`src/rtl/if_fetch_unit.sv`:
```
// ---------------------------------------------------------------------------
// if_fetch_unit
//
// Instruction fetch engine feeding the instruction fetch buffer (IFB).
// It holds the fetch PC, requests 8-byte I-cache lines, picks the 32-bit
// instruction selected by PC[2], and forms the next PC from the branch
// predictor. Each fetched instruction is stored in a one-entry output
// register and pushed into the IFB from there.
//
// Optional build macro: IF_PERF_CNT_EN adds two 32-bit performance counters
// (pushes and full-stall cycles). Without the macro those ports are absent.
//
// Ports:
//   clk, rst             clock; synchronous active-high reset
//   ifb_full_i           IFB full, a push is not allowed while high
//   flush_en_i           mispredict flush, overrides everything else
//   flush_target_PC_i    redirect PC, valid with flush_en_i
//   bp_pred_taken_i      predictor result for the PC on proc2Icache_addr_o
//   bp_target_PC_i       predicted target, valid when bp_pred_taken_i=1
//   Icache_valid_i       Icache_data_i is valid for the current request
//   Icache_data_i        8-byte cache line
//   proc2Icache_req_o    fetch request
//   proc2Icache_addr_o   line address {PC[63:3],3'b000}
//   ifb_en_o             IFB push
//   if_insn_o            pushed instruction
//   if_PC_o              PC of the pushed instruction
//   if_target_PC_o       predicted next PC of the pushed instruction
//   if_pred_bit_o        predicted-taken bit of the pushed instruction
//   if_fetch_cnt_o       (IF_PERF_CNT_EN) number of pushes, wraps at 2^32
//   if_stall_cnt_o       (IF_PERF_CNT_EN) cycles with a held entry and IFB full
//
// Handshake: the I-cache request is a level. proc2Icache_addr_o stays
// constant while proc2Icache_req_o is high and Icache_valid_i is low; the
// line is consumed in the cycle where both are high. The IFB push is a
// single-cycle strobe, and the IFB must accept it whenever ifb_full_i is low.
// ---------------------------------------------------------------------------
module if_fetch_unit #(
    parameter logic [63:0] RESET_PC  = 64'h0,
    parameter logic [31:0] HALT_INSN = 32'h0000_0555
) (
    input  logic        clk,
    input  logic        rst,
    input  logic        ifb_full_i,
    input  logic        flush_en_i,
    input  logic [63:0] flush_target_PC_i,
    input  logic        bp_pred_taken_i,
    input  logic [63:0] bp_target_PC_i,
    input  logic        Icache_valid_i,
    input  logic [63:0] Icache_data_i,
    output logic        proc2Icache_req_o,
    output logic [63:0] proc2Icache_addr_o,
    output logic        ifb_en_o,
    output logic [31:0] if_insn_o,
    output logic [63:0] if_PC_o,
    output logic [63:0] if_target_PC_o,
    output logic        if_pred_bit_o
`ifdef IF_PERF_CNT_EN
    ,
    output logic [31:0] if_fetch_cnt_o,
    output logic [31:0] if_stall_cnt_o
`endif
);

    typedef enum logic {
        S_FETCH = 1'b0,
        S_HALT  = 1'b1
    } state_t;

    state_t      r_state;
    state_t      w_state_next;

    logic [63:0] r_pc;
    logic        r_out_valid;
    logic [31:0] r_out_insn;
    logic [63:0] r_out_pc;
    logic [63:0] r_out_target;
    logic        r_out_pred;

    logic        w_req;
    logic        w_ifb_en;
    logic        w_capture;
    logic [31:0] w_insn;
    logic [63:0] w_next_pc;
    logic        w_unused_bits;

    // Low PC bits are forced to zero on every load, so these inputs are
    // intentionally ignored.
    assign w_unused_bits = ^{flush_target_PC_i[1:0], bp_target_PC_i[1:0]};

    // Instruction select and next-PC formation for the line being returned.
    assign w_insn    = r_pc[2] ? Icache_data_i[63:32] : Icache_data_i[31:0];
    assign w_next_pc = bp_pred_taken_i ? {bp_target_PC_i[63:2], 2'b00}
                                       : (r_pc + 64'd4);
    assign w_capture = w_req & Icache_valid_i;

    // ---------------- FSM: state register ----------------
    always_ff @(posedge clk) begin
        if (rst) begin
            r_state <= S_FETCH;
        end else begin
            r_state <= w_state_next;
        end
    end

    // ---------------- FSM: next state ----------------
    always_comb begin
        w_state_next = r_state;
        if (flush_en_i) begin
            w_state_next = S_FETCH;
        end else if (w_capture && (w_insn == HALT_INSN)) begin
            w_state_next = S_HALT;
        end
    end

    // ---------------- FSM: outputs ----------------
    // A new request is only useful if the output register will be free at
    // the next edge: either it is empty or it is being pushed right now.
    // Reset gates both strobes so a response arriving during reset is ignored.
    always_comb begin
        w_ifb_en = 1'b0;
        w_req    = 1'b0;
        if (!rst) begin
            w_ifb_en = r_out_valid & ~ifb_full_i & ~flush_en_i;
            w_req    = (r_state == S_FETCH) & ~flush_en_i &
                       (~r_out_valid | w_ifb_en);
        end
    end

    // ---------------- PC and output register ----------------
    always_ff @(posedge clk) begin
        if (rst) begin
            r_pc         <= {RESET_PC[63:2], 2'b00};
            r_out_valid  <= 1'b0;
            r_out_insn   <= '0;
            r_out_pc     <= '0;
            r_out_target <= '0;
            r_out_pred   <= 1'b0;
        end else if (flush_en_i) begin
            // The held entry belongs to the wrong path; drop it unpushed.
            r_pc        <= {flush_target_PC_i[63:2], 2'b00};
            r_out_valid <= 1'b0;
        end else if (w_capture) begin
            r_pc         <= w_next_pc;
            r_out_valid  <= 1'b1;
            r_out_insn   <= w_insn;
            r_out_pc     <= r_pc;
            r_out_target <= w_next_pc;
            r_out_pred   <= bp_pred_taken_i;
        end else if (w_ifb_en) begin
            r_out_valid <= 1'b0;
        end
    end

`ifdef IF_PERF_CNT_EN
    logic [31:0] r_fetch_cnt;
    logic [31:0] r_stall_cnt;

    // Counters ignore flush on purpose: they measure the whole run.
    always_ff @(posedge clk) begin
        if (rst) begin
            r_fetch_cnt <= '0;
            r_stall_cnt <= '0;
        end else begin
            if (w_ifb_en) begin
                r_fetch_cnt <= r_fetch_cnt + 32'd1;
            end
            if (r_out_valid && ifb_full_i) begin
                r_stall_cnt <= r_stall_cnt + 32'd1;
            end
        end
    end

    assign if_fetch_cnt_o = r_fetch_cnt;
    assign if_stall_cnt_o = r_stall_cnt;
`endif

    assign proc2Icache_req_o  = w_req;
    assign proc2Icache_addr_o = {r_pc[63:3], 3'b000};
    assign ifb_en_o           = w_ifb_en;
    assign if_insn_o          = r_out_insn;
    assign if_PC_o            = r_out_pc;
    assign if_target_PC_o     = r_out_target;
    assign if_pred_bit_o      = r_out_pred;

endmodule

```
`config.mk`:
```
export PLATFORM = sky130hd
export DESIGN_NAME = if_fetch_unit
export DESIGN_NICKNAME = d
export VERILOG_FILES = /design/src/rtl/if_fetch_unit.sv
export SDC_FILE = /design/constraint.sdc
export NUM_CORES = 1
export LEC_CHECK = 0
export ABC_AREA = 1
export CAP_MARGIN = 20
export CORE_MARGIN = 2
export CORE_UTILIZATION = 46
export DETAILED_ROUTE_END_ITERATION = 16
export PLACE_DENSITY = 0.93
export SYNTH_ARGS = -nofsm -noshare
export SYNTH_HDL_FRONTEND = slang
export SYNTH_SLANG_ARGS = --single-unit
```
`constraint.sdc`:
```
create_clock -name clk -period 2.4 [get_ports clk]
set_input_delay 0.48 -clock clk [delete_from_list [all_inputs] [get_ports clk]]
set_output_delay 0.48 -clock clk [all_outputs]
set_load 0.02 [all_outputs]
```
==> flow_metrics.env, run 1 <==
export IMPL_outcome="finished, final reports clean"
export IMPL_grt_max_degree=149
export IMPL_hold_path_class="in2reg"
export IMPL_wirelength_um=52100
export IMPL_cts_made_buffers=25
export IMPL_post_drt_wl_per_cell_um=20.3
export IMPL_grt_pass1_wl_um=77100
export IMPL_holdWs_ns=0.297
export IMPL_ys_types=33
export IMPL_clock_path_buffers=3
export IMPL_syn_area_um2=11900
export IMPL_post_cts_buffers=0
export IMPL_crit_start="r_pc[2]$_SDFFE_PP0P_"
export IMPL_cp_max_fo=6
export IMPL_max_freq_mhz=436
export IMPL_post_route_period_util_pct=95.7
export IMPL_syn_to_final_growth_pct=44.6
export IMPL_num_nets_final=2421
export IMPL_clkLatencyLatePin_ns=0.53
export IMPL_min_from="flush_en_i"
export IMPL_grt_use_total_pct=37.3
export IMPL_layout_cells_most_common="nand2_1"
export IMPL_ys_ff_latch=227
export IMPL_reg2reg_slack_ns=0.10
export IMPL_crit_type="reg2reg"
export IMPL_final_min_clock_period_ns=2.30
export IMPL_clock_skew_ns=0.00837
export IMPL_num_io_pins=425
export IMPL_setup_worst_path_end_class="register"
export IMPL_ys_seq_area_share_pct=38.2
export IMPL_drc=0
export IMPL_power_density_nw_per_um2=606
export IMPL_mostFrequentLayoutCells="nand2_1 (547), clkdlybuf4s50_1 (414), dfxtp_1 (226)"
export IMPL_dpl_hpwl_um=39300
export IMPL_worst_pin_slew_ns=0.804
export IMPL_fp_dieW_um=165
export IMPL_clkSinkCount=227
export IMPL_p_leak_nw=6.99
export IMPL_r2r_start="r_pc[2]$_SDFFE_PP0P_"
export IMPL_drtPass1Iterations=7
export IMPL_syn_avg_cell_area_um2=6.39
export IMPL_rsz0062_at_grt="no"
export IMPL_slew_violations=0
export IMPL_clock_tree_root_cell="clkbuf_16"
export IMPL_rows=58
export IMPL_hold_violations=0
export IMPL_cts_tree="built"
export IMPL_maxCapViolations=0
export IMPL_dr_total_vias=13989
export IMPL_cp_start_kind="register"
export IMPL_synthCells=1864
export IMPL_cts_hold_buf=0
export IMPL_critPathArrivalTime_ns=2.67
export IMPL_overflow=0
export IMPL_setup_violations=0
export IMPL_gp_congestion=0.973
export IMPL_port_buffers=417
export IMPL_yosys_warnings=0
export IMPL_vias_per_cell=5.44
export IMPL_drt_iter0_drc=1583
export IMPL_cts_max_level=1
export IMPL_core_region_area_um2=25300
export IMPL_worstPathRequired_ns=2.77
export IMPL_first_global_vias=13585
export IMPL_peakVddDrop_mv=0.586
export IMPL_die_area_um2=27200
export IMPL_initial_utilization_pct=47.0
export IMPL_antenna_found_initial=2
export IMPL_die_height_um=165
export IMPL_drtAntennaViolNets=0
export IMPL_relSlewSlack_pct=46.4
export IMPL_clk_pin_slew_worst_paths_ns=0.06
export IMPL_finalSetupTns_ns=0
export IMPL_final_layout_size_suffix_gt1_share_pct=6.07
==> layer usage <==
metal  routed length, µm  track usage, %  up-vias  share of wire (%)
met5                   0               0        -                  0
met4                1930            13.3        0                3.7
met3                5080            8.44      136                9.8
met2               24300            62.7      831                 47
met1               20800            46.9     6428                 40
li1                    -               -     6594                  -
==> cells in the mapped netlist <==
library cell / instances / area, µm²
nor3b_1: 3 / 22.5
nor3_1: 12 / 60.1
nand2_4: 1 / 11.3
xnor2_1: 2 / 17.5
o21ai_0: 130 / 651
nor2_4: 1 / 11.3
conb_1: 1 / 3.75
dfxtp_1: 227 / 4540
buf_6: 4 / 45.0
or2_2: 5 / 31.3
nor2_1: 222 / 833
nand2_1: 547 / 2050
nor4_1: 1 / 6.26
o21bai_1: 5 / 37.5
o211ai_1: 13 / 97.6
nor2_2: 6 / 37.5
inv_1: 171 / 642
inv_2: 5 / 18.8
buf_1: 4 / 15.0
xor2_1: 15 / 131
ha_1: 1 / 12.5
a21oi_1: 193 / 966
buf_4: 67 / 503
o21ai_1: 8 / 40.0
o221ai_2: 1 / 15.0
nand3_1: 98 / 490
a31oi_1: 12 / 75.1
nand4_1: 16 / 100
clkbuf_1: 55 / 206
nor3b_4: 1 / 18.8
nand3b_1: 7 / 52.6
nand2_2: 2 / 12.5
buf_2: 28 / 140
==> layout make-up <==
class,instances,area [µm²]
fillers,2092,8120
multi-input cells,1305,5810
repair buffers,487,4830
flip-flops and latches,227,4550
clock buffers,32,672
inverters,176,663
well taps,330,413
clock inverters,13,269
diodes,1,2.50
==> worst max-delay path, stage by stage, from the launching register on <==
cell and delay (ns):
dfxtp_2 0.44, ha_1 0.27, buf_4 0.16, nand3_1 0.07, nor2_1 0.25, nand4_1 0.32
xor2_1 0.23, o21ai_1 0.25, a21oi_1 0.14
==> state kept, by name (all words and copies together), names as in the netlist <==
register,count
r_state,1
if_pred_bit_o,1
if_PC_o,64
if_target_PC_o,64
r_pc,64
if_insn_o,32
r_out_valid,1
==> power by group <==
group | switching (mW) | leakage, nW | internal [mW]
registers | 0.160 | 1.85 | 3.94
logic | 0.999 | 4.68 | 0.837
clock network | 1.66 | 0.461 | 2.83
total | 2.82 | 6.99 | 7.61
==> repair_timing <==
| action | 4_1_cts | 5_1_grt |
|---|---|---|
| setup endpoints to repair | 1 | 19 |
| hold endpoints to repair | 0 | 0 |
| pin swaps | 0 | 1 |
| gates cloned | 0 | 0 |
| resized for setup | 1 | 3 |
==> cells by family after synthesis <==
family                     share of synthesized area, %
and+or+nand+nor                                    31.4
DFF                                                38.2
AOI/OAI and AO/OA                                  15.8
adders and majority gates                         0.105
xor gates and xnor gates                           1.25
buffers and inverters                              13.2
other                                            0.0315
==> through the flow <==
stage | instance area, µm² | utilization (%) | setup slack (ns) | power, mW | std cells
after global routing | 17200 | 67.9 | 0.0301 | 10.7 | 2571
after CTS | 17200 | 67.9 | 0.0224 | 10.4 | 2570
final | 17200 | 67.9 | 0.104 | 10.4 | 2571
after global placement | 16300 | 64.2 | 0.0491 | 5.94 | 2525
after detailed placement | 16300 | 64.2 | 0.0131 | 5.97 | 2525
after floorplan | 11900 | - | 0.470 | 5.06 | 1866
==> final timing paths <==
kind | to | cells after the start
max | r_pc[20]$_SDFFE_PP0P_ | 8
min | r_out_valid$_SDFFE_PP0P_ | 4
max reg2reg | r_pc[20]$_SDFFE_PP0P_ | 8
min reg2reg | if_target_PC_o[51]$_SDFFE_PP0P_ | 2
Note: power is estimated with default switching activity, not from simulation.
==> run 2, diff against run 1 <==
PLACE_DENSITY = 0.82   (was 0.93)
==> run 2 against run 1 <==
  * Global-route usage down 0.73 points
  * Core utilization down 0.43 points
  * Design area down 0.63%
  * Clock power down 8.5%
  * Largest power group unchanged
  * Sequential cell count unchanged
  * First-iteration DRC count down 5.3%
==> flow_metrics.env, run 2 (same netlist as run 1, synthesis figures left out) <==
export IMPL_drt_iter0_drc=1499
export IMPL_fp_dieW_um=165
export IMPL_vias_per_cell=5.35
export IMPL_num_io_pins=425
export IMPL_rows=58
export IMPL_cp_start_kind="input pin"
export IMPL_grt_use_total_pct=36.5
export IMPL_final_area_um2=17100
export IMPL_initial_utilization_pct=47.0
export IMPL_hold_path_class="in2reg"
export IMPL_post_route_period_util_pct=96.7
export IMPL_fin_cells=2568
export IMPL_pre_cts_slack_ns=0.0524
export IMPL_min_from="flush_en_i"
export IMPL_place_area_um2=16200
export IMPL_cts_max_level=1
export IMPL_power_density_nw_per_um2=586
export IMPL_final_min_clock_period_ns=2.32
export IMPL_worstPathRequired_ns=1.92
export IMPL_first_global_vias=12978
export IMPL_syn_to_final_growth_pct=43.7
export IMPL_setup_violations=0
export IMPL_clock_skew_ns=0.0188
export IMPL_antenna_found_initial=2
export IMPL_relSlewSlack_pct=48.1
export IMPL_rsz0062_at_grt="no"
export IMPL_gp_congestion=0.974
export IMPL_cp_max_fo=2
export IMPL_clock_path_buffers=3
export IMPL_crit_start="ifb_full_i"
export IMPL_outcome="finished, final reports clean"
export IMPL_p_total_mw=10.0
export IMPL_slew_violations=0
export IMPL_cts_made_buffers=25
export IMPL_final_layout_size_suffix_gt1_share_pct=6.08
export IMPL_drc=0
export IMPL_p_leak_nw=6.92
export IMPL_worst_pin_slew_ns=0.779
export IMPL_dpl_hpwl_um=38700
export IMPL_clk_pin_slew_worst_paths_ns=0.06
export IMPL_finalSetupTns_ns=0
export IMPL_post_drt_wl_per_cell_um=19.9
export IMPL_setup_worst_path_end_class="output port"
export IMPL_critPathArrivalTime_ns=1.84
export IMPL_die_height_um=165
export IMPL_clkSinkCount=227
export IMPL_grt_pass1_wl_um=75300
export IMPL_final_core_util_pct=67.5
export IMPL_clock_tree_root_cell="clkbuf_16"
export IMPL_cts_tree="built"
export IMPL_layout_cells_most_common="nand2_1"
export IMPL_hold_violations=0
export IMPL_dp_cells=2520
export IMPL_num_nets_final=2416
export IMPL_core_region_area_um2=25300
export IMPL_crit_type="in2out"
export IMPL_overflow=0
export IMPL_wirelength_um=51200
export IMPL_mostFrequentLayoutCells="nand2_1 (547), clkdlybuf4s50_1 (415), dfxtp_1 (227)"
export IMPL_drtPass1Iterations=6
export IMPL_holdWs_ns=0.298
export IMPL_max_freq_mhz=431
export IMPL_peakVddDrop_mv=0.462
export IMPL_clkLatencyLatePin_ns=0.54
export IMPL_drtAntennaViolNets=0
export IMPL_port_buffers=417
export IMPL_worst_slack_ns=0.0787
export IMPL_r2r_start="r_pc[15]$_SDFFE_PP0P_"
export IMPL_dr_total_vias=13743
export IMPL_maxCapViolations=0
export IMPL_grt_max_degree=149
export IMPL_die_area_um2=27200
==> run 2: timing repair <==
item / CTS / global route
endpoints found under the hold margin: 0 / 0
resized for setup: 0 / 3
endpoints found under the setup margin: 0 / 6
buffers inserted: 0 / 0
hold buffers: 0 / 0
==> run 2: metal layers <==
layer | up-vias | track usage [%] | wire length (µm)
met2 | 776 | 59.1 | 23300
met1 | 6259 | 47.9 | 20700
met3 | 114 | 7.84 | 5350
met5 | - | 0 | 0
met4 | 0 | 13.7 | 1800
li1 | 6594 | - | -
==> run 2: final timing paths <==
kind                                   end  slack [ns]  cells after the start
setup / recovery         proc2Icache_req_o        0.08                      4
hold / removal    r_out_valid$_SDFFE_PP0P_        0.30                      4
hold reg to reg    if_PC_o[1]$_SDFFE_PP0P_        0.46                      2
setup reg to reg     r_pc[59]$_SDFFE_PP0P_        0.09                      9
==> run 2: report_power, final <==
part	switching, mW	total [mW]	leakage [nW]	internal (mW)
logic	0.977	1.81	4.63	0.829
clock network	1.66	4.11	0.438	2.45
registers	0.159	4.10	1.85	3.94
total	2.79	10.0	6.92	7.22
==> run 2: layout make-up <==
class                   instances  area, µm²
clock inverters                13        150
inverters                     176        663
diodes                          2       5.00
well taps                     330        413
fillers                      2257       8230
repair buffers                482       4780
multi-input cells            1305       5820
clock buffers                  33        726
flip-flops and latches        227       4540
==> run 2: worst max-delay path, stage by stage <==
cell and delay (ns):
clkdlybuf4s50_1 0.42, nand2_1 0.09, nor3b_4 0.19, clkdlybuf4s50_1 0.66
==> run 3, diff against run 2 <==
CORE_ASPECT_RATIO = 1.75   (was not set)
CORE_UTILIZATION = 23   (was 46)
PLACE_DENSITY = not set   (was 0.82)
==> run 3 against run 2 <==
  * Global-route usage shrank 15 points
  * Total power is 0.84% lower
  * Sequential power barely moved
  * Worst setup slack got worse by 0.038 ns
  * Clock skew up 0.014 ns
  * Hold slack worse by 0.031 ns
  * Wire length increased by 19%
  * Design area increased by 4.6%
  * Critical path type is now reg2out
==> flow_metrics.env, run 3 (same netlist as run 1, synthesis figures left out) <==
export IMPL_outcome="finished, final reports clean"
export IMPL_post_drt_wl_per_cell_um=20.6
export IMPL_drtPass1Iterations=6
export IMPL_setup_worst_path_end_class="output port"
export IMPL_path_cells="clkdlybuf4s50_1"
export IMPL_drt_iter0_drc=759
export IMPL_pre_cts_slack_ns=-0.00450
export IMPL_num_nets_final=2468
export IMPL_worst_pin_slew_ns=0.912
export IMPL_post_cts_buffers=0
export IMPL_clkSinkCount=227
export IMPL_place_area_um2=17100
export IMPL_drtAntennaViolNets=0
export IMPL_cts_made_buffers=25
export IMPL_dpl_hpwl_um=48500
export IMPL_rows=110
export IMPL_final_core_util_pct=34.8
export IMPL_p_leak_nw=7.14
export IMPL_cts_tree="built"
export IMPL_gp_congestion=0.911
export IMPL_clk_pin_slew_worst_paths_ns=0.07
export IMPL_power_density_nw_per_um2=555
export IMPL_crit_buf_inv=1
export IMPL_crit_type="reg2out"
export IMPL_die_area_um2=53700
export IMPL_worst_slack_ns=0.0411
export IMPL_cp_start_kind="register"
export IMPL_grt_pass1_wl_um=87400
export IMPL_critPathArrivalTime_ns=1.88
export IMPL_cts_hold_buf=0
export IMPL_slew_violations=0
export IMPL_num_io_pins=425
export IMPL_cts_resized_gates=0
export IMPL_maxCapViolations=0
export IMPL_relSlewSlack_pct=39.2
export IMPL_port_buffers=417
export IMPL_initial_utilization_pct=23.2
export IMPL_final_min_clock_period_ns=2.36
export IMPL_holdWs_ns=0.267
export IMPL_max_freq_mhz=424
export IMPL_clkLatencyLatePin_ns=0.57
export IMPL_final_layout_size_suffix_gt1_share_pct=8.14
export IMPL_cp_max_fo=5
export IMPL_grt_max_degree=149
export IMPL_dp_cells=2914
export IMPL_p_total_mw=9.93
export IMPL_slowest_stage="clkdlybuf4s50_1"
export IMPL_core_region_area_um2=51300
export IMPL_drc=0
export IMPL_vias_per_cell=4.63
export IMPL_syn_to_final_growth_pct=50.3
export IMPL_dr_total_vias=13728
export IMPL_mostFrequentLayoutCells="nand2_1 (547), clkdlybuf4s50_1 (415), dfxtp_1 (226)"
export IMPL_critPathMaxStageDelay_ns=0.72
export IMPL_fin_cells=2962
export IMPL_setup_violations=0
export IMPL_clock_tree_root_cell="clkbuf_16"
export IMPL_post_route_period_util_pct=98.3
export IMPL_overflow=0
export IMPL_first_global_vias=13520
export IMPL_clock_path_buffers=3
export IMPL_cpLargestDelayFamily="buffers and inverters"
export IMPL_final_area_um2=17900
export IMPL_worstPathRequired_ns=1.92
export IMPL_cts_max_level=1
export IMPL_fp_dieW_um=176
export IMPL_peakVddDrop_mv=0.406
export IMPL_die_height_um=305
export IMPL_clock_skew_ns=0.0328
export IMPL_grt_use_total_pct=22.0
export IMPL_rsz0062_at_grt="no"
export IMPL_hold_path_class="in2reg"
export IMPL_hold_violations=0
export IMPL_wirelength_um=61100
export IMPL_finalSetupTns_ns=0
export IMPL_layout_cells_most_common="nand2_1"
export IMPL_antenna_found_initial=6
## run 3: changes by cell type in the layout (fill, tap and decap cells not counted), sizes merged
cell,change
clkinvlp,+4
inv,-1
clkinv,-2
bufinv,-2
clkbuf,-1
diode,+2
buf,+52
## run 3: where the power goes
part           internal [mW]  switching (mW)  total, mW
combinational          0.861            1.02       1.88
sequential              3.94           0.173       4.11
clock                   2.18            1.76       3.93
## run 3: path summary, 6_finish.rpt
check / depth (start not counted) / endpoint / slack (ns) / start
worst max-delay path: 1 / proc2Icache_addr_o[54] / 0.04 / r_pc[54]$_SDFFE_PP0P_
worst min-delay path: 4 / r_state$_SDFFE_PP0P_ / 0.27 / rst
worst max register to register: 9 / if_target_PC_o[57]$_SDFFE_PP0P_ / 0.11 / r_pc[27]$_SDFFE_PP0P_
worst min register to register: 2 / if_PC_o[6]$_SDFFE_PP0P_ / 0.46 / if_PC_o[6]$_SDFFE_PP0P_
## run 3: area by class of cell
type,count,area [µm²]
timing repair buffer,534,5210
tap,672,841
fill,5527,33400
inverter,176,664
antenna,4,10.0
clock buffer,32,702
sequential,227,4550
multi-input combinational,1305,5810
clock inverter,12,105
## run 3: per-layer routing
metal / global-route usage [%] / up-vias / share of wire [%]
li1: - / 6698 / -
met1: 22.6 / 6374 / 36
met2: 41.8 / 521 / 53
met3: 4.09 / 131 / 5.7
met4: 11.1 / 4 / 5.3
met5: 0 / - / 0.028
